**config.mk**
```make
export PLATFORM = sky130hd
export DESIGN_NAME = pool2x2_engine
export DESIGN_NICKNAME = d
export VERILOG_FILES = /design/src/rtl/pool2x2_engine.sv
export SDC_FILE = /design/constraint.sdc
export NUM_CORES = 1
export LEC_CHECK = 0
export CORE_MARGIN = 5
export CORE_UTILIZATION = 45
export CTS_CLUSTER_DIAMETER = 200
export DETAILED_ROUTE_END_ITERATION = 16
export PLACE_DENSITY = 0.69
export SLEW_MARGIN = 0
export SYNTH_ARGS = -nofsm -noshare
export SYNTH_HDL_FRONTEND = slang
export SYNTH_SLANG_ARGS = --single-unit
```
**constraint.sdc**
```tcl
create_clock -name clk -period 3.1 [get_ports clk]
set_input_delay 0.775 -clock clk [delete_from_list [all_inputs] [get_ports clk]]
set_output_delay 0.775 -clock clk [all_outputs]
set_load 0.02 [all_outputs]
```
**src/rtl/pool2x2_engine.sv**
```systemverilog
`default_nettype none
// ============================================================================
// Module      : pool2x2_engine
// Description : 2x2 / stride-2 pooling over CH feature maps (max or average),
//               reading and writing conv-layer memories via crd/cwr/csel bus.
// Revision    : 1.0 - initial release
// ============================================================================
module pool2x2_engine #(
  parameter int IMG_W       = 64,
  parameter int LOG_W       = 6,
  parameter int DW          = 20,
  parameter int CH          = 2,
  parameter int RD_SEL_BASE = 1,
  parameter int WR_SEL_BASE = 3
) (
  input  logic               clk,
  input  logic               reset,
  input  logic               start,
  input  logic               mode,
  output logic               busy,
  output logic               done,
  output logic               crd,
  output logic [2*LOG_W-1:0] caddr_rd,
  input  logic [DW-1:0]      cdata_rd,
  output logic               cwr,
  output logic [2*LOG_W-1:0] caddr_wr,
  output logic [DW-1:0]      cdata_wr,
  output logic [2:0]         csel
);

  // Window coordinates (row/col of the pooled map) need one bit less than LOG_W.
  localparam int CW = LOG_W - 1;
  localparam logic [CW-1:0] C_LAST = CW'(IMG_W / 2 - 1);

  typedef enum logic [2:0] {
    S_IDLE = 3'd0,
    S_RD   = 3'd1,
    S_CAP  = 3'd2,
    S_WR   = 3'd3,
    S_NXC  = 3'd4,
    S_FIN  = 3'd5
  } state_t;

  state_t              state_q;
  logic                busy_q, done_q, crd_q, cwr_q, mode_q;
  logic [2*LOG_W-1:0]  caddr_rd_q, caddr_wr_q;
  logic [DW-1:0]       cdata_wr_q;
  logic [2:0]          csel_q;
  logic [1:0]          k_q, ch_q;
  logic [CW-1:0]       col_q, row_q;
  logic [DW+1:0]       acc_q;

  logic [DW+1:0]       w_ext, w_sum, w_max, w_fold;
  logic [DW-1:0]       w_result;
  logic [1:0]          w_k_nxt;
  logic [CW-1:0]       w_col_nxt, w_row_nxt;
  logic                w_last_col, w_last_row, w_last_ch;
  logic [2:0]          w_rd_sel, w_wr_sel;

  // Accumulator is two bits wider than the data so a 4-sample sum never overflows;
  // in max mode it simply holds the running maximum.
  assign w_ext    = {2'b00, cdata_rd};
  assign w_sum    = acc_q + w_ext;
  assign w_max    = (w_ext > acc_q) ? w_ext : acc_q;
  assign w_fold   = mode_q ? w_sum : w_max;
  assign w_result = mode_q ? w_sum[DW+1:2] : w_max[DW-1:0];

  assign w_k_nxt    = k_q + 2'd1;
  assign w_last_col = (col_q == C_LAST);
  assign w_last_row = (row_q == C_LAST);
  assign w_last_ch  = (ch_q == 2'(CH - 1));
  // Column advances every window; row advances (and both wrap to 0) at the end of a line.
  assign w_col_nxt  = w_last_col ? '0 : col_q + CW'(1);
  assign w_row_nxt  = w_last_col ? row_q + CW'(1) : row_q;
  assign w_rd_sel   = 3'(RD_SEL_BASE) + {1'b0, ch_q};
  assign w_wr_sel   = 3'(WR_SEL_BASE) + {1'b0, ch_q};

  // Sequencer: walks windows and channels, folds samples and drives every bus output.
  always_ff @(posedge clk or posedge reset) begin
    if (reset) begin
      state_q    <= S_IDLE;
      busy_q     <= 1'b0;
      done_q     <= 1'b0;
      crd_q      <= 1'b0;
      cwr_q      <= 1'b0;
      mode_q     <= 1'b0;
      caddr_rd_q <= '0;
      caddr_wr_q <= '0;
      cdata_wr_q <= '0;
      csel_q     <= '0;
      k_q        <= '0;
      ch_q       <= '0;
      col_q      <= '0;
      row_q      <= '0;
      acc_q      <= '0;
    end else begin
      case (state_q)
        S_IDLE: begin
          done_q <= 1'b0;
          if (start) begin
            state_q    <= S_RD;
            busy_q     <= 1'b1;
            mode_q     <= mode;
            k_q        <= '0;
            ch_q       <= '0;
            col_q      <= '0;
            row_q      <= '0;
            acc_q      <= '0;
            crd_q      <= 1'b1;
            csel_q     <= 3'(RD_SEL_BASE);
            caddr_rd_q <= '0;
          end
        end
        S_RD: begin
          // The sample for read k-1 arrives while read k is being issued.
          if (k_q == 2'd1) begin
            acc_q <= w_ext;
          end else if (k_q != 2'd0) begin
            acc_q <= w_fold;
          end
          if (k_q == 2'd3) begin
            state_q <= S_CAP;
            crd_q   <= 1'b0;
          end else begin
            k_q        <= w_k_nxt;
            caddr_rd_q <= {row_q, w_k_nxt[1], col_q, w_k_nxt[0]};
          end
        end
        S_CAP: begin
          // Fourth sample is folded straight into the result.
          state_q    <= S_WR;
          cwr_q      <= 1'b1;
          csel_q     <= w_wr_sel;
          caddr_wr_q <= {2'b00, row_q, col_q};
          cdata_wr_q <= w_result;
        end
        S_WR: begin
          cwr_q <= 1'b0;
          k_q   <= '0;
          col_q <= w_col_nxt;
          row_q <= w_row_nxt;
          if (w_last_col && w_last_row) begin
            state_q <= S_NXC;
            csel_q  <= '0;
          end else begin
            state_q    <= S_RD;
            crd_q      <= 1'b1;
            csel_q     <= w_rd_sel;
            caddr_rd_q <= {w_row_nxt, 1'b0, w_col_nxt, 1'b0};
          end
        end
        S_NXC: begin
          if (w_last_ch) begin
            state_q <= S_FIN;
            busy_q  <= 1'b0;
            done_q  <= 1'b1;
          end else begin
            state_q    <= S_RD;
            ch_q       <= ch_q + 2'd1;
            crd_q      <= 1'b1;
            csel_q     <= w_rd_sel + 3'd1;
            caddr_rd_q <= '0;
          end
        end
        S_FIN: begin
          done_q  <= 1'b0;
          state_q <= S_IDLE;
        end
        default: state_q <= S_IDLE;
      endcase
    end
  end

  assign busy     = busy_q;
  assign done     = done_q;
  assign crd      = crd_q;
  assign caddr_rd = caddr_rd_q;
  assign cwr      = cwr_q;
  assign caddr_wr = caddr_wr_q;
  assign cdata_wr = cdata_wr_q;
  assign csel     = csel_q;

endmodule
`default_nettype wire

```
Word-level counts from Yosys, hierarchy flattened
Cells that the tools add are included.
{ "word_totals": {"reg_bits": 89, "input_bits": 24, "out_inout_bits": 51, "word_cells": 107} }
{ "op_classes": {"n_addsub": 8, "n_lt_le_gt_ge": 1, "eq_ne": 18, "n_mux": 40, "reduce_logical": 24} }
{ "op_table": {"columns": ["op", "count"], "rows": [
  ["22-bit 2-to-1 mux", 5],
  ["12-bit 2-to-1 mux", 4],
  ["12-bit one-hot mux with 4 select lines", 1],
  ["22-bit one-hot mux with 2 select lines", 1],
  ["22-bit by 20-bit adder with 22-bit output", 1],
  ["20-bit by 22-bit greater-than comparator with 1-bit output", 1],
  ["20-bit 2-to-1 mux", 1],
  ["5-bit one-hot mux with 2 select lines", 2],
  ["3-bit 2-to-1 mux", 6],
  ["5-bit 2-to-1 mux", 3],
  ["3-bit one-hot mux with 5 select lines", 1],
  ["3-bit AND reduction", 5],
  ["2-bit != test, second input constant", 6],
  ["3-bit one-hot mux with 4 select lines", 1],
  ["2-bit nonzero test", 6],
  ["5-bit by 1-bit adder with 5-bit output, second input constant", 2],
  ["5-bit equality test, second input constant", 2],
  ["5-bit AND reduction", 2],
  ["2-bit AND reduction", 4],
  ["4-bit nonzero test", 2],
  ["3-bit by 2-bit equality test with 1-bit output, second input constant", 2],
  ["3-bit equality test, second input constant", 2],
  ["1-bit 2-to-1 mux", 6],
  ["2-bit 2-to-1 mux", 3],
  ["18 further kinds", 22]
]} }

Logic depth before layout (Yosys ltp)
{ "depth": {"depth_word": 6, "mapped_depth": 12, "depth_no_buf": 11} }

Worst setup path before layout
OpenSTA, ideal clock, no wires.
{ "synth_timing": {"path_type": "in2reg", "start": "input port cdata_rd[17]", "end": "register acc_q[18]", "setup_ns": 0.132, "t_arrival_ns": 3.010, "t_required_ns": 2.968, "path_slack_ns": -0.043, "path_stages": 10, "path_buffers": 1, "path_cell_list": "ha_1 > clkbuf_1 > nand3_1 > or4_4 > nor2_2 > a21oi_2 > a31oi_4 > mux2_2 > a211oi_1 > o22ai_1"} }
{ "synth_via": {"elab_chain_cells": 6, "word_cells_on_any_way": 7, "classes_between": "1 x add/sub; 1 x order compare; 5 x mux"} }
{ "synth_rtl": {"columns": ["item", "line_no", "text"], "rows": [
  ["from (decl)", "24", "input logic [DW-1:0] cdata_rd,"],
  ["20-bit by 22-bit greater-than comparator with 1-bit output", "64", "assign w_max = (w_ext > acc_q) ? w_ext : acc_q;"],
  ["22-bit 2-to-1 mux", "64", null],
  ["22-bit 2-to-1 mux *", "65", "assign w_fold = mode_q ? w_sum : w_max;"],
  ["22-bit 2-to-1 mux *", "118", "end else if (k_q != 2'd0) begin"],
  ["22-bit 2-to-1 mux *", "116", "if (k_q == 2'd1) begin"],
  ["22-bit one-hot mux with 2 select lines *", "97", "case (state_q)"],
  ["to (signal assigned)", "117", "acc_q <= w_ext;"],
  ["to (signal assigned)", "119", "acc_q <= w_fold;"],
  ["to (decl)", "51", "logic [DW+1:0] acc_q;"]
]} }
Every way passes the cells marked *; elsewhere a longest branch is shown, timed or not. The select of a mux whose other input is x is not followed.
A chain may end at the register's enable or synchronous reset.

Final worst setup path
{ "layout_timing": {"start": "input port cdata_rd[10]", "end": "register acc_q[14]"} }
Same word-level chain as after synthesis.

==> results.tsv <==
metric	value	unit
path_max_fanout	6	
power	9.45	mW
clk_pin_slew	0.07	ns
timing.rr.start	acc_q[12]	
grt_usage	0.253	
syn_inst	750	
power_density	1090	nW/um^2
routed_wl	20900	um
hold_path_end	caddr_wr[2]	
drc	0	
cts_tree	built	
core	13800	um^2
antenna_cells	0	
num_rows	43	
die_x	128	um
area_delta_synth_final	38.5	%
yosys.area.top_type	dfrtp_1	
drt_iter0_drc	623	
critPathLaunchType	input port	
pwr-share-seq	0.206	
fmax	0.327	GHz
crit_path_end_kind	flip-flop	
cts.sinks	89	
tightest_slew	0.590	ns
max-cap-violations	0	
fin_util	0.630	
die_h	128	um
syn_area_per_cell	8.35	um^2
async_flop_share	1.00	
drv_slew	0	
start_util	0.455	
ys_top_cells_by_area	dfrtp_1 (36%), ha_1 (10%), nand2_1 (7.4%)	
leakage	4.11	nW
r2r_slack	0.23	ns
finalCriticalPeriod	3.06	ns
synth-seq-cells	89	
yosysUniqueCellTypes	64	
internal_power	5.09	mW
path_buf_inv	2	
pwr-share-clk	0.130	
numCtsBuffers	9	
yosys_warnings	0	
gp_congestion	0.978	
port_buffers	72	
vdd_drop_max	597	uV
globalRouteOverflowTotal	0	
place_hpwl	15000	um
vias	6412	
combinationalPowerShare	0.664	
layout-drive-gt1-share	0.217	
setup_viol	0	
reg2reg_depth	11	
post-route-period-util	0.988	
clock-skew-final	0.00912	ns
cts_max_level	3	
fin_nets	993	
swShare	0.461	
wl_per_cell	19.0	um
slowest_delay	0.57	ns
grt_max_degree	36	
viasPerCell	5.82	
ioPinCount	75	
path_cells	clkdlybuf4s15_1 -> ha_4 -> nand3_1 -> or4_4 -> nor2_4 -> a21oi_2 -> a31oi_4 -> buf_6 -> mux2i_1 -> nor2_1 -> o31a_1	
grt_pass1_vias	6558	
finalHoldViolations	0	
crit_slowest_cell	or4_4	
antenna_found_initial	0	
cp_top_family	simple AND/OR/NAND/NOR gates	
worstPathArrival	3.30	ns
synth_edf_count	0	
rr_endpoint	acc_q[14]	
hp-start	caddr_wr[2]	
grt_pass1_wl	33200	um
worstSkewPairLatency	0.36	ns
dr.pass1.iters	6	
antenna_left	0	
synth_ff_type	dfrtp_1	
synth_top_area_frac	0.355	
whs_path_depth	2	
hold_class	flip-flop to flip-flop	
syn_area	6270	um^2
relSlewSlack	0.606	
crit_type	input port to flip-flop	
design.die.area	16400	um^2
p_sw	4.36	mW
cts-root-buf	clkbuf_16	
required	3.34	ns
yosysSeqAreaShare	0.355	
clk_path_buf_depth	2	
outcome	complete, no violations	
==> worst min-delay path: stages, from the launching register on <==
cell and delay (ns):
dfrtp_1 0.34, nand2_1 0.05, nand2_1 0.05
==> power groups by stage <==
stage / clock network, mW / logic (mW) / registers (mW)
2_1_floorplan: 0 / 3.14 / 2.12
3_3_place_gp: 0 / 5.47 / 1.94
3_5_place_dp: 0 / 5.57 / 1.96
4_1_cts: 1.24 / 5.91 / 1.94
5_1_grt: 1.29 / 6.75 / 2.00
6_report: 1.22 / 6.28 / 1.95
==> through the flow <==
step	setup TNS (ns)	worst slack, ns	cell area [um^2]	hold slack [ns]	std cells
detailed placement	-20.94	-0.708	7920	0.465	1075
CTS	0	0.00258	8450	0.481	1101
finish	0	0.0380	8680	0.474	1102
floorplan	0	0.0181	6270	0.478	751
global placement	-18.81	-0.610	7920	0.460	1075
global route	-0.0340	-0.0160	8680	0.511	1102
==> layer usage <==
metal | track usage | share of wire
met5 | 0 | 0
met4 | 0.0905 | 0.029
met3 | 0.0475 | 0.061
met2 | 0.420 | 0.48
met1 | 0.330 | 0.43
==> state kept, by name, indices dropped and copies added (netlist names), 2 cells and up <==
| register | count |
|---|---|
| caddr_rd | 12 |
| acc_q | 22 |
| row_q | 5 |
| col_q | 5 |
| state_q | 3 |
| caddr_wr | 10 |
| ch_q | 2 |
| cdata_wr | 20 |
| k_q | 2 |
| csel | 3 |
==> cell usage after synthesis, drive strengths merged (9+ instances only) <==
library cell and number:
a21oi 39, a31oi 17, and3 14, buf 9, clkbuf 30, dfrtp 89
ha 51, inv 48, mux2i 19, nand2 123, nand2b 10, nand3 15
nor2 59, nor3 14, o211a 11, o21ai 48, o31ai 15, xnor2 11
==> how the worst max path moves through the flow <==
| stage | start | endpoint | slack [ns] | depth (start not counted) |
|---|---|---|---|---|
| final | cdata_rd[10] | acc_q[14] | 0.04 | 11 |
| after global placement | cdata_rd[18] | acc_q[21] | -0.61 | 11 |
| after global routing | cdata_rd[10] | acc_q[14] | -0.02 | 11 |
| after floorplan | reset | acc_q[0] | 0.02 | 1 |
| after detailed placement | cdata_rd[18] | acc_q[21] | -0.71 | 11 |
| after CTS | cdata_rd[0] | acc_q[20] | 0.003 | 13 |
==> cells by family after synthesis <==
logic type	count (synthesis)	share of synthesized area
AOI/OAI and AO/OA	202	0.219
xor gates and xnor gates	17	0.0238
adders and majority gates	52	0.105
buffers and inverters	88	0.0557
DFF	89	0.355
muxes	24	0.0393
other	1	0.000598
and+or+nand+nor	277	0.201
==> layout make-up <==
class	count	area, um^2
timing repair buffer	194	1670
clock buffer	10	229
multi-input combinational	574	4040
fill	1206	5100
clock inverter	6	97.6
sequential	89	2230
tap	180	225
inverter	49	185
==> layout by cell type (no fill, tap or decap), drive strengths merged, types with 5 or more instances in the layout <==
cell type	n
xor2	6
dlymetal6s2s	5
clkdlybuf4s50	56
o22ai	6
mux2	5
inv	50
and2	7
a221oi	8
nand2b	10
nor3	14
o211ai	5
a31oi	17
o31ai	15
ha	51
dfrtp	89
or2	8
nand2	123
dlygate4sd2	7
a22o	6
o211a	11
nor2b	8
a211oi	7
and3	14
buf	122
o21ai	48
clkbuf	13
a21o	8
nor2	59
a21oi	39
nand3	15
mux2i	19
xnor2	11
==> timing repair <==
item / in CTS / in global routing
setup endpoints to repair: 42 / 34
resized for setup: 36 / 46
pin swaps: 21 / 17
hold endpoints to repair: 0 / 0
setup buffers: 10 / 1
hold buffers: 0 / 0
(Power assumes the default switching activity.)
